## src/rtl/powerup_pickup_detector.sv

```systemverilog
// Powerup pickup detector: once per frame snapshots player, powerup slots and
// maze, tests each slot for hitbox overlap (one slot per cycle), divides the
// player centre y by the tile height to find the maze row, then issues
// one-cycle pickedUp pulses together with the onWall flag.
module powerup_pickup_detector #(
  parameter int TILE_WIDTH  = 32,
  parameter int TILE_HEIGHT = 24,
  parameter int MAZE_W      = 20,
  parameter int MAZE_H      = 20,
  parameter int PLAYER_W    = 16,
  parameter int PLAYER_H    = 16
) (
  input  logic              clk,
  input  logic              reset_n,
  input  logic              frame_tick,
  input  logic [9:0]        playerX,
  input  logic [9:0]        playerY,
  input  logic [9:0]        powerupX       [0:2],
  input  logic [9:0]        powerupY       [0:2],
  input  logic [1:0]        powerupType    [0:2],
  input  logic              powerupVisible [0:2],
  input  logic [MAZE_W-1:0] outmaze        [0:MAZE_H-1],
  output logic              pickedUp       [0:2],
  output logic              onWall,
  output logic [7:0]        pickup_count,
  output logic [1:0]        last_type,
  output logic              busy
);

  localparam int unsigned NSLOT    = 3;
  localparam int unsigned TW_SHIFT = $clog2(TILE_WIDTH);
  localparam int unsigned COLW     = $clog2(MAZE_W);
  localparam int unsigned ROWW     = $clog2(MAZE_H);
  localparam logic [10:0] TW11     = 11'(TILE_WIDTH);
  localparam logic [10:0] TH11     = 11'(TILE_HEIGHT);
  localparam logic [10:0] PW11     = 11'(PLAYER_W);
  localparam logic [10:0] PH11     = 11'(PLAYER_H);
  localparam logic [10:0] MW11     = 11'(MAZE_W);
  localparam logic [10:0] MH11     = 11'(MAZE_H);
  localparam logic [4:0]  QMAX     = 5'd31;

  typedef enum logic [2:0] {IDLE, SCAN, DIV, WALL, ISSUE} state_t;

  state_t            state_q, state_d;
  logic [1:0]        idx_q;
  logic [9:0]        px_q, py_q;
  logic [9:0]        ux_q   [0:NSLOT-1];
  logic [9:0]        uy_q   [0:NSLOT-1];
  logic [1:0]        ty_q   [0:NSLOT-1];
  logic [NSLOT-1:0]  vis_q;
  logic [MAZE_W-1:0] maze_q [0:MAZE_H-1];
  logic [10:0]       xc_q, rem_q;
  logic [4:0]        q_q;
  logic [NSLOT-1:0]  armed_q, hit_q, picked_q;
  logic              onwall_q;
  logic [7:0]        cnt_q;
  logic [1:0]        last_q;

  logic              start;
  logic              div_step;
  logic              overlap;
  logic [10:0]       tx;
  logic              wall_bit;
  logic [1:0]        first_ty;
  logic [1:0]        pop;
  logic [8:0]        cnt_sum;

  assign start    = (state_q == IDLE) && frame_tick;
  // Divider stops on the remainder falling below a tile or on the quotient cap.
  assign div_step = (rem_q >= TH11) && (q_q != QMAX);
  assign tx       = xc_q >> TW_SHIFT;
  assign busy     = (state_q != IDLE);

  // State register.
  always_ff @(posedge clk or negedge reset_n) begin
    if (!reset_n) state_q <= IDLE;
    else          state_q <= state_d;
  end

  // Next-state logic.
  always_comb begin
    state_d = state_q;
    unique case (state_q)
      IDLE:    if (frame_tick) state_d = SCAN;
      SCAN:    if (idx_q == 2'd2) state_d = DIV;
      DIV:     if (!div_step) state_d = WALL;
      WALL:    state_d = ISSUE;
      ISSUE:   state_d = IDLE;
      default: state_d = IDLE;
    endcase
  end

  // Hitbox overlap of the slot currently addressed by the scan index.
  always_comb begin
    logic [10:0] px, py, ux, uy;
    px      = {1'b0, px_q};
    py      = {1'b0, py_q};
    ux      = {1'b0, ux_q[idx_q]};
    uy      = {1'b0, uy_q[idx_q]};
    overlap = (px < ux + TW11) && (ux < px + PW11) &&
              (py < uy + TH11) && (uy < py + PH11);
  end

  // Maze lookup at the player centre; anything outside the maze is floor.
  always_comb begin
    wall_bit = 1'b0;
    if ((tx < MW11) && ({6'd0, q_q} < MH11))
      wall_bit = maze_q[q_q[ROWW-1:0]][tx[COLW-1:0]];
  end

  // Pickup bookkeeping: hit popcount, saturating sum, lowest-index hit type.
  always_comb begin
    pop      = {1'b0, hit_q[0]} + {1'b0, hit_q[1]} + {1'b0, hit_q[2]};
    cnt_sum  = {1'b0, cnt_q} + {7'd0, pop};
    first_ty = ty_q[2];
    if (hit_q[1]) first_ty = ty_q[1];
    if (hit_q[0]) first_ty = ty_q[0];
  end

  // Frame snapshot of all live inputs; only meaningful while a scan runs.
  always_ff @(posedge clk) begin
    if (start) begin
      px_q <= playerX;
      py_q <= playerY;
      for (int unsigned i = 0; i < NSLOT; i++) begin
        ux_q[i]  <= powerupX[i];
        uy_q[i]  <= powerupY[i];
        ty_q[i]  <= powerupType[i];
        vis_q[i] <= powerupVisible[i];
      end
      for (int unsigned r = 0; r < MAZE_H; r++) maze_q[r] <= outmaze[r];
    end
  end

  // Scan datapath and registered outputs.
  always_ff @(posedge clk or negedge reset_n) begin
    if (!reset_n) begin
      idx_q    <= '0;
      xc_q     <= '0;
      rem_q    <= '0;
      q_q      <= '0;
      armed_q  <= '1;
      hit_q    <= '0;
      picked_q <= '0;
      onwall_q <= 1'b0;
      cnt_q    <= '0;
      last_q   <= '0;
    end else begin
      unique case (state_q)
        IDLE: begin
          if (frame_tick) begin
            idx_q <= '0;
            xc_q  <= {1'b0, playerX} + 11'(PLAYER_W / 2);
            rem_q <= {1'b0, playerY} + 11'(PLAYER_H / 2);
            q_q   <= '0;
          end
        end
        SCAN: begin
          // A slot re-arms only once a scan has seen it invisible.
          if (!vis_q[idx_q]) armed_q[idx_q] <= 1'b1;
          hit_q[idx_q] <= vis_q[idx_q] & armed_q[idx_q] & overlap;
          if (idx_q != 2'd2) idx_q <= idx_q + 2'd1;
        end
        DIV: begin
          if (div_step) begin
            rem_q <= rem_q - TH11;
            q_q   <= q_q + 5'd1;
          end
        end
        WALL: begin
          picked_q <= hit_q;
          armed_q  <= armed_q & ~hit_q;
          onwall_q <= wall_bit;
          cnt_q    <= cnt_sum[8] ? 8'hFF : cnt_sum[7:0];
          if (|hit_q) last_q <= first_ty;
        end
        ISSUE: begin
          picked_q <= '0;
          hit_q    <= '0;
        end
        default: ;
      endcase
    end
  end

  // Output mapping.
  always_comb begin
    for (int unsigned i = 0; i < NSLOT; i++) pickedUp[i] = picked_q[i];
  end

  assign onWall       = onwall_q;
  assign pickup_count = cnt_q;
  assign last_type    = last_q;

endmodule

```

## config.mk

```make
export PLATFORM = sky130hd
export DESIGN_NAME = powerup_pickup_detector
export DESIGN_NICKNAME = d
export VERILOG_FILES = /design/src/rtl/powerup_pickup_detector.sv
export SDC_FILE = /design/constraint.sdc
export NUM_CORES = 1
export LEC_CHECK = 0
export CORE_ASPECT_RATIO = 1.4
export CORE_MARGIN = 3
export CORE_UTILIZATION = 45
export DETAILED_ROUTE_END_ITERATION = 7
export PLACE_DENSITY_LB_ADDON = 0.2
export SLEW_MARGIN = 20
export SYNTH_ARGS = -nofsm -noshare
export SYNTH_HDL_FRONTEND = slang
export SYNTH_SLANG_ARGS = --single-unit
```

## constraint.sdc

```tcl
create_clock -name clk -period 28.9 [get_ports clk]
set_input_delay 5.78 -clock clk [delete_from_list [all_inputs] [get_ports clk]]
set_output_delay 5.78 -clock clk [all_outputs]
set_load 0.01 [all_outputs]
```

Word level (Yosys, flattened, before mapping)
Memories as Yosys holds them, arrays and structs flattened.
Index checks and enable logic that the tools add are counted.
{"block": "word_totals", "mem_count": 4, "mem_bits_rw": 466, "output_inout_bits": 15, "word_cells": 111, "ff_bits": 75}
{"block": "op_classes", "addsub": 12, "eq_ne": 13, "n_bitwise": 5, "mux": 32, "n_lt_le_gt_ge": 10, "n_reduce_logical": 21}
{"name": "maze_q", "depth": 20, "word_bits": 20, "rd": 1, "rd_ports_with_merged_regs": 0, "write_ports": 20, "line_no": "51", "rtl": "logic [MAZE_W-1:0] maze_q [0:MAZE_H-1];"}
{"name": "ux_q", "depth": 3, "word_bits": 10, "rd": 1, "rd_ports_with_merged_regs": 0, "write_ports": 3, "line_no": "47", "rtl": "logic [9:0] ux_q [0:NSLOT-1];"}
{"name": "uy_q", "depth": 3, "word_bits": 10, "rd": 1, "rd_ports_with_merged_regs": 0, "write_ports": 3, "line_no": "48", "rtl": "logic [9:0] uy_q [0:NSLOT-1];"}
{"name": "ty_q", "depth": 3, "word_bits": 2, "rd": 3, "rd_ports_with_merged_regs": 0, "write_ports": 3, "line_no": "49", "rtl": "logic [1:0] ty_q [0:NSLOT-1];"}
{"operator": "$lt 10x11->1", "count": 4}
{"operator": "$add 10x5->11 const B", "count": 3}
{"operator": "$add 10x4->11 const B", "count": 2}
{"operator": "$mux 11", "count": 2}
{"operator": "$pmux 11 s2", "count": 1}
{"operator": "$pmux 3 s2", "count": 3}
{"operator": "$ne 2x2->1 const B", "count": 7}
{"operator": "$mux 3", "count": 4}
{"operator": "$pmux 3 s4", "count": 1}
{"operator": "$add 10x6->11 const B", "count": 1}
{"operator": "$ge 11x5->1 const B", "count": 1}
{"operator": "$sub 11x5->11 const B", "count": 1}
{"operator": "$mux 5", "count": 2}
{"operator": "$pmux 5 s2", "count": 1}
{"operator": "$reduce_bool 2->1", "count": 5}
{"operator": "$add 8x2->9", "count": 1}
{"operator": "$reduce_and 3->1", "count": 3}
{"operator": "$mux 2", "count": 4}
{"operator": "$mux 8", "count": 1}
{"operator": "$logic_and 1x1->1", "count": 7}
{"operator": "$mux 1", "count": 7}
{"operator": "$eq 3x2->1 const B", "count": 2}
{"operator": "$lt 5x6->1 const B", "count": 1}
{"operator": "$lt 6x5->1 const B", "count": 1}
{"operator": "24 further kinds", "count": 28}

Longest topological paths before layout
Gate-level depths: netlist (run 1).
An unclocked memory read counts as a cell.
{"block": "depth", "ltp_word": 9, "ltp_mapped": 14}

Worst setup path before layout (run 1)
Ideal clock, no wire load.
{"block": "synth_path", "kind": "input -> register", "from": "input port frame_tick", "to": "register rem_q[3]", "slack_ns": 8.388, "setup_time_ns": 0.732, "stages": 4, "n_path_buf": 1, "required_ns": 28.168, "t_arrival_ns": 19.780, "path_cell_list": "nand2_1 -> inv_1 -> clkbuf_1 -> a31oi_1"}
{"block": "synth_via", "elab_chain_len": 2}
{"element": "start, declared", "line_no": "15", "rtl": "input logic frame_tick,"}
{"element": "$ne 2x2->1 (no source line)"}
{"element": "$reduce_and 3->1 (no source line)"}
{"element": "end signal, assigned", "line_no": "154", "rtl": "rem_q <= {1'b0, playerY} + 11'(PLAYER_H / 2);"}
{"element": "end signal, assigned", "line_no": "166", "rtl": "rem_q <= rem_q - TH11;"}
{"element": "end, declared", "line_no": "52", "rtl": "logic [10:0] xc_q, rem_q;"}
Every way passes these cells.
A chain may end at the register's enable or synchronous reset.

==> impl_metrics.env, run 1 <==
export IMPL_crit_path_start_kind="primary input"
export IMPL_routed_wl_um=61200
export IMPL_combPwrFrac=0.278
export IMPL_die_h_um=270
export IMPL_hold_viol_final=0
export IMPL_fill_cells=3767
export IMPL_ys_ff_latch=536
export IMPL_cp_arrival_ps=9090
export IMPL_crit_end="maze_q[15][17]$_DFFE_PP_"
export IMPL_critical_path_endpoint_type="register"
export IMPL_synth_top_area_frac=0.657
export IMPL_period_share=0.306
export IMPL_critPathRequiredTime_ps=29140
export IMPL_final_util=0.605
export IMPL_routedWlPerCell_um=24.7
export IMPL_synth_flop_cell="edfxtp_1"
export IMPL_yosysSeqAreaShare=0.710
export IMPL_leakage_nw=10.4
export IMPL_core_area_um2=49100
export IMPL_cts_num_sinks=536
export IMPL_dp_cells=2372
export IMPL_vias=13333
export IMPL_synthTopCellsByCount="489 x edfxtp_1, 74 x nand2_1, 58 x mux2i_1"
export IMPL_power_switching_share=0.297
export IMPL_grtUsageTotal=0.231
export IMPL_seqPwrFrac=0.455
export IMPL_syn_to_final_growth_pct=33.1
export IMPL_num_rows=96
export IMPL_grt_pass1_wl_um=90100
export IMPL_p_int_w=0.00179
export IMPL_reg2regPathDepth=9
export IMPL_cap_violations=0
export IMPL_placed_area_um2=28000
export IMPL_netlist_top_cells_area="edfxtp_1 66%, mux4_2 5.0%, dfrtp_1 4.9%, mux4_1 3.4%, ha_1 2.8%"
export IMPL_layout_drive_gt1_share=0.0977
export IMPL_syn_nets=1815
export IMPL_ant_nets=0
export IMPL_die_area_um2=52400
export IMPL_crit_type="in -> reg"
export IMPL_setup_viol=0
export IMPL_grt_max_degree=172
export IMPL_drt_iter0_drc=772
export IMPL_finalSetupTns_ps=0
export IMPL_cts_buffers=51
export IMPL_cts_resized=0
export IMPL_num_io_pins=507
export IMPL_timing_rr_end="onWall$_DFFE_PN0P_"
export IMPL_first_pass_iters=6
export IMPL_gp_congestion=0.857
export IMPL_hpwl_um=45800
export IMPL_crit_path_max_fanout=171
export IMPL_antenna_found_initial=25
export IMPL_grt_pass1_vias=14427
export IMPL_clock_path_buffers=3
export IMPL_die_w_um=194
export IMPL_clkSlewWorstSetupHoldPaths_ps=70
export IMPL_post_cts_buffers=0
export IMPL_port_buffers=506
export IMPL_final_cells=2483
export IMPL_crit_path_start="frame_tick"
export IMPL_clock_latency_ps=610
export IMPL_yosysMostFrequentCell="edfxtp_1"
export IMPL_switchingPower_w=0.000755
export IMPL_power_density_nw_per_um2=85.4
export IMPL_reg2reg_slack_ps=24630
export IMPL_clockPowerShare=0.267
export IMPL_layout_nets=2333
export IMPL_cts_tree="built"
export IMPL_drc=0
export IMPL_rr_startpoint="q_q[0]$_DFFE_PN0P_"
export IMPL_rsz0062_at_grt="false"
export IMPL_tightest_slew_ps=1070
export IMPL_netlist_area_um2=22400
export IMPL_final_design_area_no_fill_um2=29700
export IMPL_hold_class="reg -> reg"
export IMPL_period_needed_ps=8850
export IMPL_start_util=0.455
export IMPL_grt_ovfl_total=0
export IMPL_final_seq_area_um2=15900
export IMPL_outcome="complete, no violations"
export IMPL_ys_warn_count=0
export IMPL_relSlewSlack=0.284
export IMPL_via_per_inst=5.37
export IMPL_max_freq_mhz=113
export IMPL_skew_ps=25.5
export IMPL_ys_types=71
export IMPL_drv_slew=0
export IMPL_synth_edf_count=489
export IMPL_postSynthCellCount=1271
export IMPL_ys_async_sr_fraction=0.0877
export IMPL_multi_input_area_um2=6000
export IMPL_peakVddDrop_v=0.0000579
export IMPL_yosysTopAreaCell="edfxtp_1"
export IMPL_syn_avg_cell_area_um2=17.6
export IMPL_cts_hold_buf=0
export IMPL_cts_htree_levels=2
export IMPL_cts_root_buffer="clkbuf_16"
## logic make-up (layout without fill, tap and decap cells)
family,after synthesis,in the layout,synth area share
XOR/XNOR,30,30,0.0118
adder cells (fa/ha/maj),52,52,0.0298
buffers and inverters,88,649,0.0222
other,0,14,0
multiplexers,162,162,0.123
AND/OR/NAND/NOR,207,207,0.0439
flip-flops,536,536,0.710
AO/OA/AOI/OAI,196,196,0.0596
## worst min-delay path by stage
stage	startpoint	endpoint	depth (start not counted)
6_report	rem_q[2]$_DFFE_PN0P_	rem_q[2]$_DFFE_PN0P_	2
5_1_grt	rem_q[0]$_DFFE_PN0P_	rem_q[0]$_DFFE_PN0P_	2
4_1_cts	rem_q[2]$_DFFE_PN0P_	rem_q[2]$_DFFE_PN0P_	2
3_5_place_dp	rem_q[2]$_DFFE_PN0P_	rem_q[2]$_DFFE_PN0P_	2
3_3_place_gp	rem_q[2]$_DFFE_PN0P_	rem_q[2]$_DFFE_PN0P_	2
2_1_floorplan	rem_q[0]$_DFFE_PN0P_	rem_q[0]$_DFFE_PN0P_	2
## critical path: stages
cell	delay, ps
clkdlybuf4s50_1	480
nand2_1	330
inv_8	800
buf_12	620
buf_6	700
## cells in the final DEF (no fill, tap or decap), types with 9 or more instances in the layout
master,count
mux2_2,24
mux4_1,29
o21a_1,13
clkinv_2,9
dfrtp_1,42
and3_1,13
clkbuf_1,11
a21oi_1,26
mux4_2,50
diode_2,14
buf_4,13
xor2_1,19
nor3_1,13
inv_1,28
nand3_1,18
o22ai_1,20
a22o_1,13
edfxtp_1,489
mux2i_1,58
clkdlybuf4s50_1,505
nor2_1,45
clkinv_1,13
clkbuf_16,52
nand2_1,74
xnor2_1,11
ha_1,50
o21ai_0,47
## power by group through the flow
stage | Sequential, W | Combinational (W) | Clock [W]
after CTS | 0.00116 | 0.000719 | 0.000695
after detailed placement | 0.00117 | 0.000715 | 0
after global routing | 0.00117 | 0.000780 | 0.000726
after floorplan | 0.00126 | 0.000510 | 0
after global placement | 0.00116 | 0.000700 | 0
final | 0.00116 | 0.000707 | 0.000678
## registers in the layout (all words and copies together) (netlist names)
| name | count |
|---|---|
| idx_q | 2 |
| vis_q | 3 |
| hit_q | 3 |
| ux_q | 30 |
| pickup_count | 8 |
| picked_q | 3 |
| xc_q | 6 |
| maze_q | 400 |
| ty_q | 6 |
| rem_q | 11 |
| state_q | 3 |
| q_q | 5 |
| px_q | 10 |
| armed_q | 3 |
| last_type | 2 |
| uy_q | 30 |
| onWall | 1 |
| py_q | 10 |
## layout make-up
type	count	area share
clock inverters	28	0.00988
well taps	637	0.0268
diodes	14	0.00118
inverters	31	0.00416
multi-input cells	647	0.202
clock buffers	68	0.0474
repair buffers	522	0.175
flip-flops and latches	536	0.534
## per-stage QoR
step / hold slack [ps] / total power [W] / setup slack, ps
CTS: 489 / 0.00257 / 19760
detailed placement: 474 / 0.00189 / 19150
global placement: 468 / 0.00186 / 19250
finish: 484 / 0.00254 / 20050
floorplan: 447 / 0.00177 / 8390
global route: 528 / 0.00268 / 19850
## routing by layer
| metal | GRT usage | wire [µm] |
|---|---|---|
| met3 | 0.0715 | 4580 |
| met4 | 0.0718 | 1620 |
| met2 | 0.440 | 34200 |
| met5 | 0 | 153 |
| met1 | 0.242 | 20700 |
Power figures use the tool's default switching activity.
==> inputs of run 2 (changes only) <==
Clock period 28.9 ns to 7.6 ns, I/O delays scaled along.
==> run 2 against run 1 <==
  * Sequential share of layout area increased by 0.34 points
  * Design area decreased by 0.63%
  * Largest cell class unchanged
  * Setup slack got worse by 16000 ps
==> impl_metrics.env, run 2 (synthesis gave the netlist of run 1 again) <==
export IMPL_outcome="complete, no violations"
export IMPL_setup_viol=0
export IMPL_tightest_slew_ps=1100
export IMPL_vias=13413
export IMPL_cts_num_sinks=536
export IMPL_cts_htree_levels=2
export IMPL_hold_class="reg -> reg"
export IMPL_fill_cells=3670
export IMPL_die_area_um2=52400
export IMPL_drv_slew=0
export IMPL_crit_path_start="frame_tick"
export IMPL_final_cell_mix="505 x clkdlybuf4s50_1, 489 x edfxtp_1, 74 x nand2_1"
export IMPL_crit_type="in -> reg"
export IMPL_grt_ovfl_total=0
export IMPL_die_w_um=194
export IMPL_cts_root_buffer="clkbuf_16"
export IMPL_cap_violations=0
export IMPL_whs_ps=498
export IMPL_die_h_um=270
export IMPL_reg2reg_slack_ps=3630
export IMPL_cp_num_buf_inv=3
export IMPL_critical_path_endpoint_type="register"
export IMPL_rr_startpoint="q_q[0]$_DFFE_PN0P_"
export IMPL_rsz0062_at_grt="false"
export IMPL_power_total_w=0.00949
export IMPL_cts_tree="built"
export IMPL_grt_max_degree=200
export IMPL_routed_wl_um=61500
export IMPL_max_freq_mhz=250
export IMPL_final_cells=2473
export IMPL_first_pass_iters=5
export IMPL_antenna_found_initial=14
export IMPL_crit_path_max_fanout=199
export IMPL_layout_nets=2330
export IMPL_final_common_cell="clkdlybuf4s50_1"
export IMPL_finalSetupTns_ps=0
export IMPL_skew_ps=20.1
export IMPL_crit_family="buffers and inverters"
export IMPL_via_per_inst=5.42
export IMPL_core_area_um2=49100
export IMPL_peakVddDrop_v=0.000263
export IMPL_hpwl_um=46400
export IMPL_final_util=0.602
export IMPL_multi_input_area_um2=6000
export IMPL_power_density_nw_per_um2=321
export IMPL_dp_cells=2369
export IMPL_grt_pass1_vias=14414
export IMPL_cts_resized=0
export IMPL_drc=0
export IMPL_ant_nets=0
export IMPL_start_util=0.455
export IMPL_syn_to_final_growth_pct=32.2
export IMPL_num_io_pins=507
export IMPL_grt_pass1_wl_um=89600
export IMPL_final_seq_area_um2=15900
export IMPL_hp_start="rem_q[0]$_DFFE_PN0P_"
export IMPL_top_register="maze_q"
export IMPL_clkSlewWorstSetupHoldPaths_ps=60
export IMPL_gp_congestion=0.844
export IMPL_critPathRequiredTime_ps=7820
export IMPL_period_needed_ps=3990
export IMPL_post_cts_buffers=0
export IMPL_layout_drive_gt1_share=0.0952
export IMPL_path_cells="clkdlybuf4s50_1 -> nand2_1 -> inv_8 -> buf_12"
export IMPL_crit_path_start_kind="primary input"
export IMPL_cp_slowest_cell="buf_12"
export IMPL_cts_buffers=52
export IMPL_drt_iter0_drc=906
export IMPL_largest_reg_flops=400
export IMPL_grtUsageTotal=0.230
export IMPL_num_rows=96
export IMPL_relSlewSlack=0.264
export IMPL_clock_latency_ps=600
export IMPL_leakage_nw=10.3
export IMPL_period_share=0.526
export IMPL_routedWlPerCell_um=24.9
export IMPL_top_regs="maze_q: 400 flops, ux_q: 30 flops, uy_q: 30 flops"
export IMPL_cp_arrival_ps=4210
export IMPL_port_buffers=506
export IMPL_hold_viol_final=0
export IMPL_clock_path_buffers=3
export IMPL_slowest_delay_ps=810
export IMPL_cts_hold_buf=0
## run 2: changes by cell type in the layout (fill, tap and decap cells not counted), sizes merged
| cell | previous run | this run |
|---|---|---|
| bufinv | 5 | 1 |
| clkbuf | 68 | 66 |
| clkinv | 23 | 28 |
| buf | 17 | 13 |
| diode | 14 | 9 |
## run 2: stage by stage
| step | cell area, µm² | setup WS [ps] |
|---|---|---|
| after global routing | 29600 | 3420 |
| after CTS | 29500 | 3530 |
| after floorplan | 22400 | 1860 |
| after detailed placement | 28000 | 3040 |
| final | 29600 | 3610 |
| after global placement | 28000 | 3150 |
## run 2: final cells by class
class | count | share of cell area
antenna | 9 | 0.000762
clock buffer | 66 | 0.0469
clock inverter | 29 | 0.00677
inverter | 31 | 0.00419
multi-input combinational | 647 | 0.203
sequential | 536 | 0.537
tap | 637 | 0.0270
timing repair buffer | 518 | 0.175
## run 2: where the power goes
part,internal [W],switching (W)
logic,0.00122,0.00145
clock network,0.00133,0.00108
registers,0.00408,0.000327
total,0.00663,0.00286
## run 2: per-layer routing
layer,GRT usage,part of all wire,up-vias
li1,-,-,6136
met1,0.257,0.36,6714
met2,0.436,0.55,472
met3,0.0572,0.066,81
met4,0.0592,0.020,10
met5,0,0.0012,-
## run 2: worst register-to-register path: cells and delay by family (launching register included)
family	cells	cell delay [ps]
flops	1	760
buf+inv	1	610
compound gates	6	1860
mux	1	630
## run 2: final timing paths
kind	to	cells after the start
worst max register to register	onWall$_DFFE_PN0P_	8
worst min register to register	rem_q[0]$_DFFE_PN0P_	2
worst min-delay path	rem_q[0]$_DFFE_PN0P_	2
max in group asynchronous	q_q[1]$_DFFE_PN0P_	2
worst max-delay path	maze_q[6][16]$_DFFE_PP_	4
min in group asynchronous	pickup_count[5]$_DFFE_PN0P_	2
==> inputs of run 3 (changes only) <==
Clock period 7.6 ns to 4.2 ns, I/O delays scaled along.
==> run 3 against run 2 <==
  * Setup slack got worse by 2900 ps
  * Via count rose by 1.8%
  * Worst hold slack got worse by 60 ps
  * Clock-buffer cell count fell by 2
  * First-iteration DRC count rose by 1.7%
  * Sequential power rose by 80%
  * Utilization rose by 0.34 points
  * Sequential cell count did not move
  * Clock power rose by 83%
  * Power rose by 83%
  * Global-route usage rose by 0.80 points
  * Final cell count rose by 0.24%
  * Critical path type is now reg -> reg
==> impl_metrics.env, run 3 (synthesis gave the netlist of run 1 again) <==
export IMPL_routedWlPerCell_um=25.6
export IMPL_final_cell_mix="505 x clkdlybuf4s50_1, 489 x edfxtp_1, 74 x nand2_1"
export IMPL_clock_latency_ps=590
export IMPL_power_density_nw_per_um2=585
export IMPL_clock_path_buffers=3
export IMPL_cts_hold_buf=0
export IMPL_via_per_inst=5.51
export IMPL_routed_wl_um=63600
export IMPL_dp_slack_ps=676
export IMPL_grt_pass1_wl_um=92200
export IMPL_syn_to_final_growth_pct=33.0
export IMPL_skew_ps=23.7
export IMPL_num_rows=96
export IMPL_fin_ws_ps=720
export IMPL_num_io_pins=507
export IMPL_max_freq_mhz=287
export IMPL_cts_root_buffer="clkbuf_16"
export IMPL_tightest_slew_ps=1010
export IMPL_die_area_um2=52400
export IMPL_die_h_um=270
export IMPL_port_buffers=506
export IMPL_drt_iter0_drc=921
export IMPL_relSlewSlack=0.328
export IMPL_top_regs="maze_q: 400 flops, ux_q: 30 flops, uy_q: 30 flops"
export IMPL_rsz0062_at_grt="false"
export IMPL_grt_ovfl_total=0
export IMPL_grt_max_degree=84
export IMPL_critPathRequiredTime_ps=4680
export IMPL_setup_viol=0
export IMPL_leakage_nw=10.4
export IMPL_grtUsageTotal=0.238
export IMPL_final_common_cell="clkdlybuf4s50_1"
export IMPL_start_util=0.455
export IMPL_finalSetupTns_ps=0
export IMPL_post_cts_buffers=0
export IMPL_cts_htree_levels=2
export IMPL_grt_pass1_vias=14606
export IMPL_layout_drive_gt1_share=0.102
export IMPL_crit_path_start_kind="register"
export IMPL_cts_buffers=51
export IMPL_layout_nets=2340
export IMPL_critical_path_endpoint_type="register"
export IMPL_first_pass_iters=5
export IMPL_crit_path_max_fanout=30
export IMPL_hold_viol_final=0
export IMPL_clkSlewWorstSetupHoldPaths_ps=70
export IMPL_peakVddDrop_v=0.000621
export IMPL_antenna_found_initial=16
export IMPL_cts_tree="built"
export IMPL_vias=13648
export IMPL_cts_num_sinks=536
export IMPL_cts_resized=0
export IMPL_top_register="maze_q"
export IMPL_hold_class="in -> async"
export IMPL_period_share=0.829
export IMPL_die_w_um=194
export IMPL_crit_path_start="q_q[0]$_DFFE_PN0P_"
export IMPL_drv_slew=0
export IMPL_core_area_um2=49100
export IMPL_final_util=0.605
export IMPL_period_needed_ps=3480
export IMPL_crit_type="reg -> reg"
export IMPL_hpwl_um=48400
export IMPL_largest_reg_flops=400
export IMPL_gp_congestion=0.883
export IMPL_ant_nets=0
export IMPL_outcome="complete, no violations"
export IMPL_rr_startpoint="q_q[0]$_DFFE_PN0P_"
export IMPL_drc=0
export IMPL_cap_violations=0
export IMPL_cp_arrival_ps=3960
==> run 3: cell type report <==
class                   instances  area, µm²
multi-input cells             647       6000
well taps                     637        797
fillers                      3653      19400
clock inverters                23        216
clock buffers                  64       1360
inverters                      31        124
flip-flops and latches        536      15900
diodes                         12       30.0
repair buffers                529       5330
==> run 3: worst max-delay path, stage by stage, from the launching register on <==
cell and delay, ps:
dfrtp_4 830, buf_4 330, mux4_2 520, a22o_1 250, a2111oi_1 670, o32ai_1 180
a31oi_1 200, a2111oi_1 110, a211o_1 270
==> run 3: path summary, 6_finish.rpt <==
path,endpoint,slack (ps),cells after the start
worst max register to register,onWall$_DFFE_PN0P_,720,8
worst min register to register,onWall$_DFFE_PN0P_,490,1
max in group asynchronous,q_q[0]$_DFFE_PN0P_,3030,1
worst min-delay path,pickup_count[2]$_DFFE_PN0P_,440,1
min in group clk,onWall$_DFFE_PN0P_,490,1
worst max-delay path,onWall$_DFFE_PN0P_,720,8
==> run 3: report_power, final <==
part / total (W) / switching (W) / leakage (nW) / internal [W]
Combinational: 0.00502 / 0.00269 / 4.44 / 0.00233
Sequential: 0.00796 / 0.000612 / 5.16 / 0.00735
Clock: 0.00441 / 0.00194 / 0.768 / 0.00247
==> run 3: routing by layer <==
layer,vias up,global-route usage,part of all wire
met3,114,0.0572,0.070
li1,6154,-,-
met2,572,0.433,0.54
met5,-,0,0.00087
met1,6800,0.270,0.35
met4,8,0.0923,0.038
==> run 3: per-stage QoR <==
stage / instance area (µm²) / hold WS [ps] / power (W) / cells
final: 29700 / 438 / 0.0174 / 2479
after global routing: 29700 / 476 / 0.0183 / 2477
after CTS: 29700 / 431 / 0.0176 / 2467
after detailed placement: 28100 / 472 / 0.0131 / 2380
after global placement: 28100 / 463 / 0.0130 / 2380
after floorplan: 22400 / 447 / 0.0113 / 1271
